<file path="config.mk">
export PLATFORM = sky130hd
export DESIGN_NAME = shared_bus_arbiter
export DESIGN_NICKNAME = d
export VERILOG_FILES = /design/src/rtl/shared_bus_arbiter_pkg.sv /design/src/rtl/ttl_74257_noHiZout.sv /design/src/rtl/shared_bus_arbiter.sv
export SDC_FILE = /design/constraint.sdc
export NUM_CORES = 1
export LEC_CHECK = 0
export BUFFER_PORTS_ARGS = -buffer_cell sky130_fd_sc_hd__buf_2
export CORE_UTILIZATION = 43
export CTS_BUF_LIST = sky130_fd_sc_hd__clkbuf_4
export CTS_CLUSTER_DIAMETER = 200
export CTS_CLUSTER_SIZE = 10
export DETAILED_ROUTE_END_ITERATION = 12
export PLACE_DENSITY = 0.86
export SLEW_MARGIN = 20
export SYNTH_ARGS = -nofsm -noshare
export SYNTH_HDL_FRONTEND = slang
export SYNTH_SLANG_ARGS = --single-unit
</file>
<file path="constraint.sdc">
create_clock -name clk -period 4 [get_ports clk]
set_input_delay 0.6 -clock clk [delete_from_list [all_inputs] [get_ports clk]]
set_output_delay 0.6 -clock clk [all_outputs]
set_load 0.05 [all_outputs]
</file>
<file path="src/rtl/shared_bus_arbiter_pkg.sv">
// Shared state encoding and helpers for the video/CPU RAM bus arbiter.
// Purely declarative; no timing or flow-control behaviour of its own.
package shared_bus_arbiter_pkg;

  localparam logic [2:0] ST_IDLE       = 3'd0;
  localparam logic [2:0] ST_VID        = 3'd1;
  localparam logic [2:0] ST_CPU_SETUP  = 3'd2;
  localparam logic [2:0] ST_CPU_STROBE = 3'd3;
  localparam logic [2:0] ST_CPU_DONE   = 3'd4;

  localparam logic [2:0] STARVE_CNT_SAT = 3'd7;

  function automatic logic is_cpu_state(input logic [2:0] st);
    return (st == ST_CPU_SETUP) || (st == ST_CPU_STROBE) || (st == ST_CPU_DONE);
  endfunction

endpackage

</file>
<file path="src/rtl/ttl_74257_noHiZout.sv">
// Quad-style 2:1 mux without tristate: disabled output reads as all ones.
// Combinational, zero latency; no backpressure.
module ttl_74257_noHiZout #(
  parameter int BLOCKS = 4
) (
  input  logic [BLOCKS-1:0] A,
  input  logic [BLOCKS-1:0] B,
  input  logic              Select,
  input  logic              Enable_bar,
  output logic [BLOCKS-1:0] Y
);

  assign Y = Enable_bar ? {BLOCKS{1'b1}} : (Select ? B : A);

endmodule

</file>
<file path="src/rtl/shared_bus_arbiter.sv">
// Arbitrates one RAM bus between a video scanner and a CPU; video 1-cycle slot, CPU 3-cycle access.
// Requesters hold req until ack; a CPU starved past STARVE_MAX wait cycles overrides video.
module shared_bus_arbiter
  import shared_bus_arbiter_pkg::*;
#(
  parameter int ADDR_W     = 11,
  parameter int STARVE_MAX = 7
) (
  input  logic              clk,
  input  logic              rst,
  input  logic              vid_req,
  input  logic [ADDR_W-1:0] vid_addr,
  output logic              vid_ack,
  input  logic              cpu_req,
  input  logic              cpu_wr,
  input  logic [ADDR_W-1:0] cpu_addr,
  output logic              cpu_ack,
  output logic              cpu_wait_n,
  output logic              mux_sel,
  output logic              mux_en_n,
  output logic [ADDR_W-1:0] ram_addr,
  output logic              ram_we_n
);

  logic [2:0] r_state;
  logic [2:0] w_next;
  logic [2:0] r_starve_cnt;
  logic       r_mux_sel;
  logic       r_wr_lat;
  logic       w_starve;
  logic       w_mux_en_n;

  assign w_starve = ({29'b0, r_starve_cnt} >= STARVE_MAX);

  always_comb begin
    w_next = r_state;
    case (r_state)
      ST_IDLE: begin
        if (vid_req && !w_starve) begin
          w_next = ST_VID;
        end else if (cpu_req) begin
          w_next = ST_CPU_SETUP;
        end
      end
      ST_VID:        w_next = ST_IDLE;
      ST_CPU_SETUP:  w_next = ST_CPU_STROBE;
      ST_CPU_STROBE: w_next = ST_CPU_DONE;
      ST_CPU_DONE:   w_next = ST_IDLE;
      default:       w_next = ST_IDLE;
    endcase
  end

  always_ff @(posedge clk) begin
    if (rst) begin
      r_state      <= ST_IDLE;
      r_starve_cnt <= 3'd0;
      r_mux_sel    <= 1'b0;
      r_wr_lat     <= 1'b0;
    end else begin
      r_state <= w_next;
      // Only cycles where the CPU is actually kept off the bus count as starvation.
      if (w_next == ST_CPU_SETUP) begin
        r_starve_cnt <= 3'd0;
      end else if (((r_state == ST_IDLE) || (r_state == ST_VID)) && cpu_req &&
                   (r_starve_cnt != STARVE_CNT_SAT)) begin
        r_starve_cnt <= r_starve_cnt + 3'd1;
      end
      if (r_state == ST_CPU_SETUP) begin
        r_wr_lat <= cpu_wr;
      end
      // Select is registered so it keeps pointing at the last owner through IDLE.
      if (w_next == ST_VID) begin
        r_mux_sel <= 1'b0;
      end else if (is_cpu_state(w_next)) begin
        r_mux_sel <= 1'b1;
      end
    end
  end

  assign w_mux_en_n = (r_state == ST_IDLE);
  assign mux_en_n   = w_mux_en_n;
  assign mux_sel    = r_mux_sel;
  assign vid_ack    = (r_state == ST_VID);
  assign cpu_ack    = (r_state == ST_CPU_DONE);
  assign ram_we_n   = !((r_state == ST_CPU_STROBE) && r_wr_lat);
  assign cpu_wait_n = !(cpu_req && (r_state != ST_CPU_DONE));

  ttl_74257_noHiZout #(
    .BLOCKS(ADDR_W)
  ) u_addr_mux (
    .A         (vid_addr),
    .B         (cpu_addr),
    .Select    (r_mux_sel),
    .Enable_bar(w_mux_en_n),
    .Y         (ram_addr)
  );

endmodule
</file>
### Word level (Yosys, flattened, before mapping)

Cells that the tools add are included.

* flip-flop bits (word level): 8
* latch bits: 0
* bits in writable memories: 0
* bits in read-only memories: 0
* bits of input ports: 27
* logic and storage cells: 35
* memories: 0

* $add $sub $neg: 1
* multipliers: 0
* div/mod/pow operators: 0
* $lt $le $gt $ge: 1
* equality and inequality tests: 10
* shift operators: 0
* multiplexer cells: 5
* bitwise logic cells: 0
* reduce and logical (&&, ||, !) cells: 14

Operators by type and width (number)
* 11-bit 2-to-1 mux: 2
* 3-bit by 2-bit equality test with 1-bit output (second input constant): 4
* 3-bit case mux with 3 select lines: 1
* 3-bit by 1-bit equality test with 1-bit output (second input constant): 2
* 3-bit equality test (second input constant): 2
* 3-bit 2-to-1 mux: 2
* 3-bit != test (second input constant): 2
* 1-bit logical AND: 5
* 2-bit OR reduction: 2
* 3-bit by 1-bit adder with 3-bit output (second input constant): 1
* 3-bit greater-or-equal comparator (second input constant): 1
* 1-bit zero test: 3
* 3-bit zero test: 1
* 1-bit logical OR: 3

### Logic depth before layout (Yosys ltp)

* depth in word-level cells: 8
* depth in mapped cells: 5

### Hierarchy

From an unflattened synthesis, not the netlist that was laid out.

* cell total of the unflattened synthesis: 65
* area, all modules: 625.6 um^2

Modules (own cells, without submodules)
* shared_bus_arbiter: times used 1, cells an instance 40, area an instance 426.7 um^2
* ttl_74257_noHiZout: times used 1, cells an instance 25, area an instance 198.9 um^2

### Least setup slack after synthesis

No wires, ideal clock.

* kind: register -> output
* start: register r_state[2]
* end: output port cpu_wait_n
* arrival time: 2.146 ns
* required time: 3.400 ns
* setup slack: 1.254 ns
* stages on the path, launching flop included: 3
* cell sequence: dfxtp_1 -> nor3b_1 -> or2b_1

* cells in the longest elaborated chain, start to end: 3

Ends and longest elaborated chain
* start: declaration: RTL line shared_bus_arbiter.sv:25 `logic [2:0] r_state;`
* start signal: assignment: RTL line shared_bus_arbiter.sv:60 `r_state <= w_next;`
* 3-bit != test: RTL line shared_bus_arbiter.sv:86 `assign cpu_wait_n = !(cpu_req && (r_state != ST_CPU_DONE));`
* 1-bit logical AND: RTL line shared_bus_arbiter.sv:86
* 1-bit zero test: RTL line shared_bus_arbiter.sv:86
* end: declaration: RTL line shared_bus_arbiter.sv:18 `output logic cpu_wait_n,`

No other way between the ends.

### Worst setup path in the final report

* start: register r_state[2]
* end: output port mux_en_n

* cells in the longest elaborated chain, start to end: 1

Ends and longest elaborated chain
* 3-bit zero test: RTL line shared_bus_arbiter.sv:80 `assign w_mux_en_n = (r_state == ST_IDLE);`
* end: declaration: RTL line shared_bus_arbiter.sv:20 `output logic mux_en_n,`

No other way between the ends.

==> metrics.cfg <==
[critical_path]
crit_path_max_fanout = 13
cp_data_required_time_ns = 3.40
worstPathCellList = or3_2 > inv_1 > buf_2
worstSetupStartpointType = flip-flop
slowest_delay_ns = 0.64
cp.arrival_ns = 1.71
slowest_stage = or3_2
setup.worst_path.class = reg -> out
worstSetupEndpointType = primary output

[global_route]
gr-total-overflow = 0
antenna_found_initial = 0
grt_pass1_wl_mm = 1.918
grt_use_total_pct = 18.89
grt_max_degree = 14
grt_pass1_vias = 477

[sta]
rsz0062_at_grt = false
finalSetupViolCount = 0
hold_violations = 0
worstMarginPinSlew_ns = 0.6533
final.setup.tns_ns = 0
min_period_ns = 2.312
skew_ns = 0.0008115
drv_slew = 0
max_freq_mhz = 432.5
period_share_pct = 57.80
max-slew-margin-rel_pct = 56.39

[cells_and_area]
nets = 138
ff_latch_area_um2 = 160.2
diodes = 0
syn_to_final_growth_pct = 43.33
stdcell_area_um2 = 819.5
nFillCells = 91
drive_above_1_share_pct = 46.73
multiInputGateArea_um2 = 396.6

[synthesis]
ys_seq_area_share_pct = 28.01
synth_cell_types = 26
netlist_top_cells_count = mux2i_1 (14), nand2_1 (11), dfxtp_1 (8), a311oi_1 (3), nor3b_1 (3)
syn_inst = 63
ys_async_sr_fraction_pct = 0
avgSynthCellArea_um2 = 9.076
syn_area_um2 = 571.8
synth_area_leaders = dfxtp_1 (28%), mux2i_1 (25%), nand2_1 (7.2%)
synth_edf_count = 0
syn_nets = 92
ys.flop_type = dfxtp_1
synth.top_cell.area_share_pct = 28.01
synth_top_area_cell = dfxtp_1
yosysWarnings = 0
yosysMostFrequentCell = mux2i_1
synth-seq-cells = 8

[die]
fp.dieArea_um2 = 1480
ios = 44
die_h_um = 38.47
rows = 12
die_w_um = 38.47
start_util_pct = 48.82
core_area_um2 = 1171

[clocking]
cts_root_buffer = clkbuf_4
cts_tree = built
clockBufferDepth = 2
postCtsSetupBuffers = 0
clock_latency_ns = 0.25
cts.sinks = 8
clkTransAtPathRegs_ns = 0.05
h-tree-depth = 1
ctsResizeCount = 0
hold_buffers = 0
cts_made_buffers = 3

[route]
routedWlPerCell_um = 11.60
drt_iter0_drc = 17
wl_met2_um = 727
ant_nets = 0
dr_total_vias = 606
firstDrtPassIters = 5
route.top_layer_used = met4
wl_met3_um = 78
wirelength_mm = 1.403
drcViolationCount = 0
avgViaCountPerCell = 5.008
met1_length_um = 592

[power]
p_per_area_nw_per_um2 = 334.7
vdd_drop_max_mv = 0.2641
p_leak_nw = 0.3967
p_total_uw = 274.3

[place]
place_area_um2 = 797.0
io_buffers = 43
hpwl_mm = 1.095
gp_congestion = 0.8128

[outcome]
status = completed

[min_path]
hold_path_class = reg -> reg

[job]
cap_viol_max_count = 0

[critical path, delay by kind of cell, from the launching register on]
kind                   cells  cell delay, ns
DFF                        1            0.37
and+or+nand+nor            1            0.64
buffers and inverters      2            0.44
[flip-flops by register name (all words and copies together) (netlist names)]
signal        count
r_starve_cnt      3
r_state           3
mux_sel           1
r_wr_lat          1
[report_power, final]
part           internal [mW]  switching (mW)
Combinational         0.0394          0.0785
Sequential            0.0848         0.00977
Clock                 0.0343          0.0274
[stage by stage]
step / instances / setup WS, ns / utilization [%] / hold slack, ns
6_report: 121 / 1.688 / 69.98 / 0.5218
5_1_grt: 121 / 1.618 / 69.98 / 0.5561
4_1_cts: 121 / 1.674 / 69.98 / 0.5394
3_5_place_dp: 118 / 1.954 / 68.06 / 0.5269
3_3_place_gp: 118 / 2.007 / 68.06 / 0.4725
2_1_floorplan: 63 / 1.254 / - / 0.4600
[layout make-up]
class | count | share of cell area (%)
multi-input cells | 51 | 48.40
repair buffers | 43 | 26.26
flip-flops and latches | 8 | 19.54
clock buffers | 3 | 2.748
well taps | 14 | 2.137
inverters | 2 | 0.9160
[layout by cell type (no fill, tap or decap), drive strengths merged, types with 2 or more instances in the layout]
cell    instances
a21boi          2
clkbuf          3
buf            43
nand2          11
nor3b           3
dfxtp           8
a311oi          3
inv             2
mux2i          14
ha              2
[worst paths after layout]
kind                   startpoint              end  slack, ns  depth (start not counted)
setup / recovery       r_state[2]         mux_en_n       1.69                          3
hold / removal           r_wr_lat         r_wr_lat       0.52                          2
setup reg to reg  r_starve_cnt[0]  r_starve_cnt[1]       2.32                          5
hold reg to reg          r_wr_lat         r_wr_lat       0.52                          2
[per-layer routing]
layer  up-vias  global-route usage [%]
met5         -                       0
met4         0                   6.897
met2        21                   30.93
met1       266                   21.99
met3         2                   7.558
li1        317                       -
[cell families (layout without fill, tap and decap cells)]
logic type | count (synthesis) | in the layout | share of synthesized area [%]
buffers and inverters | 4 | 48 | 2.625
AO/OA/AOI/OAI | 9 | 9 | 12.25
multiplexers | 14 | 14 | 24.51
flip-flops | 8 | 8 | 28.01
adder cells (fa/ha/maj) | 2 | 2 | 4.376
AND/OR/NAND/NOR | 25 | 25 | 26.70
XOR/XNOR | 1 | 1 | 1.532
Note: power is estimated with default switching activity, not from simulation.
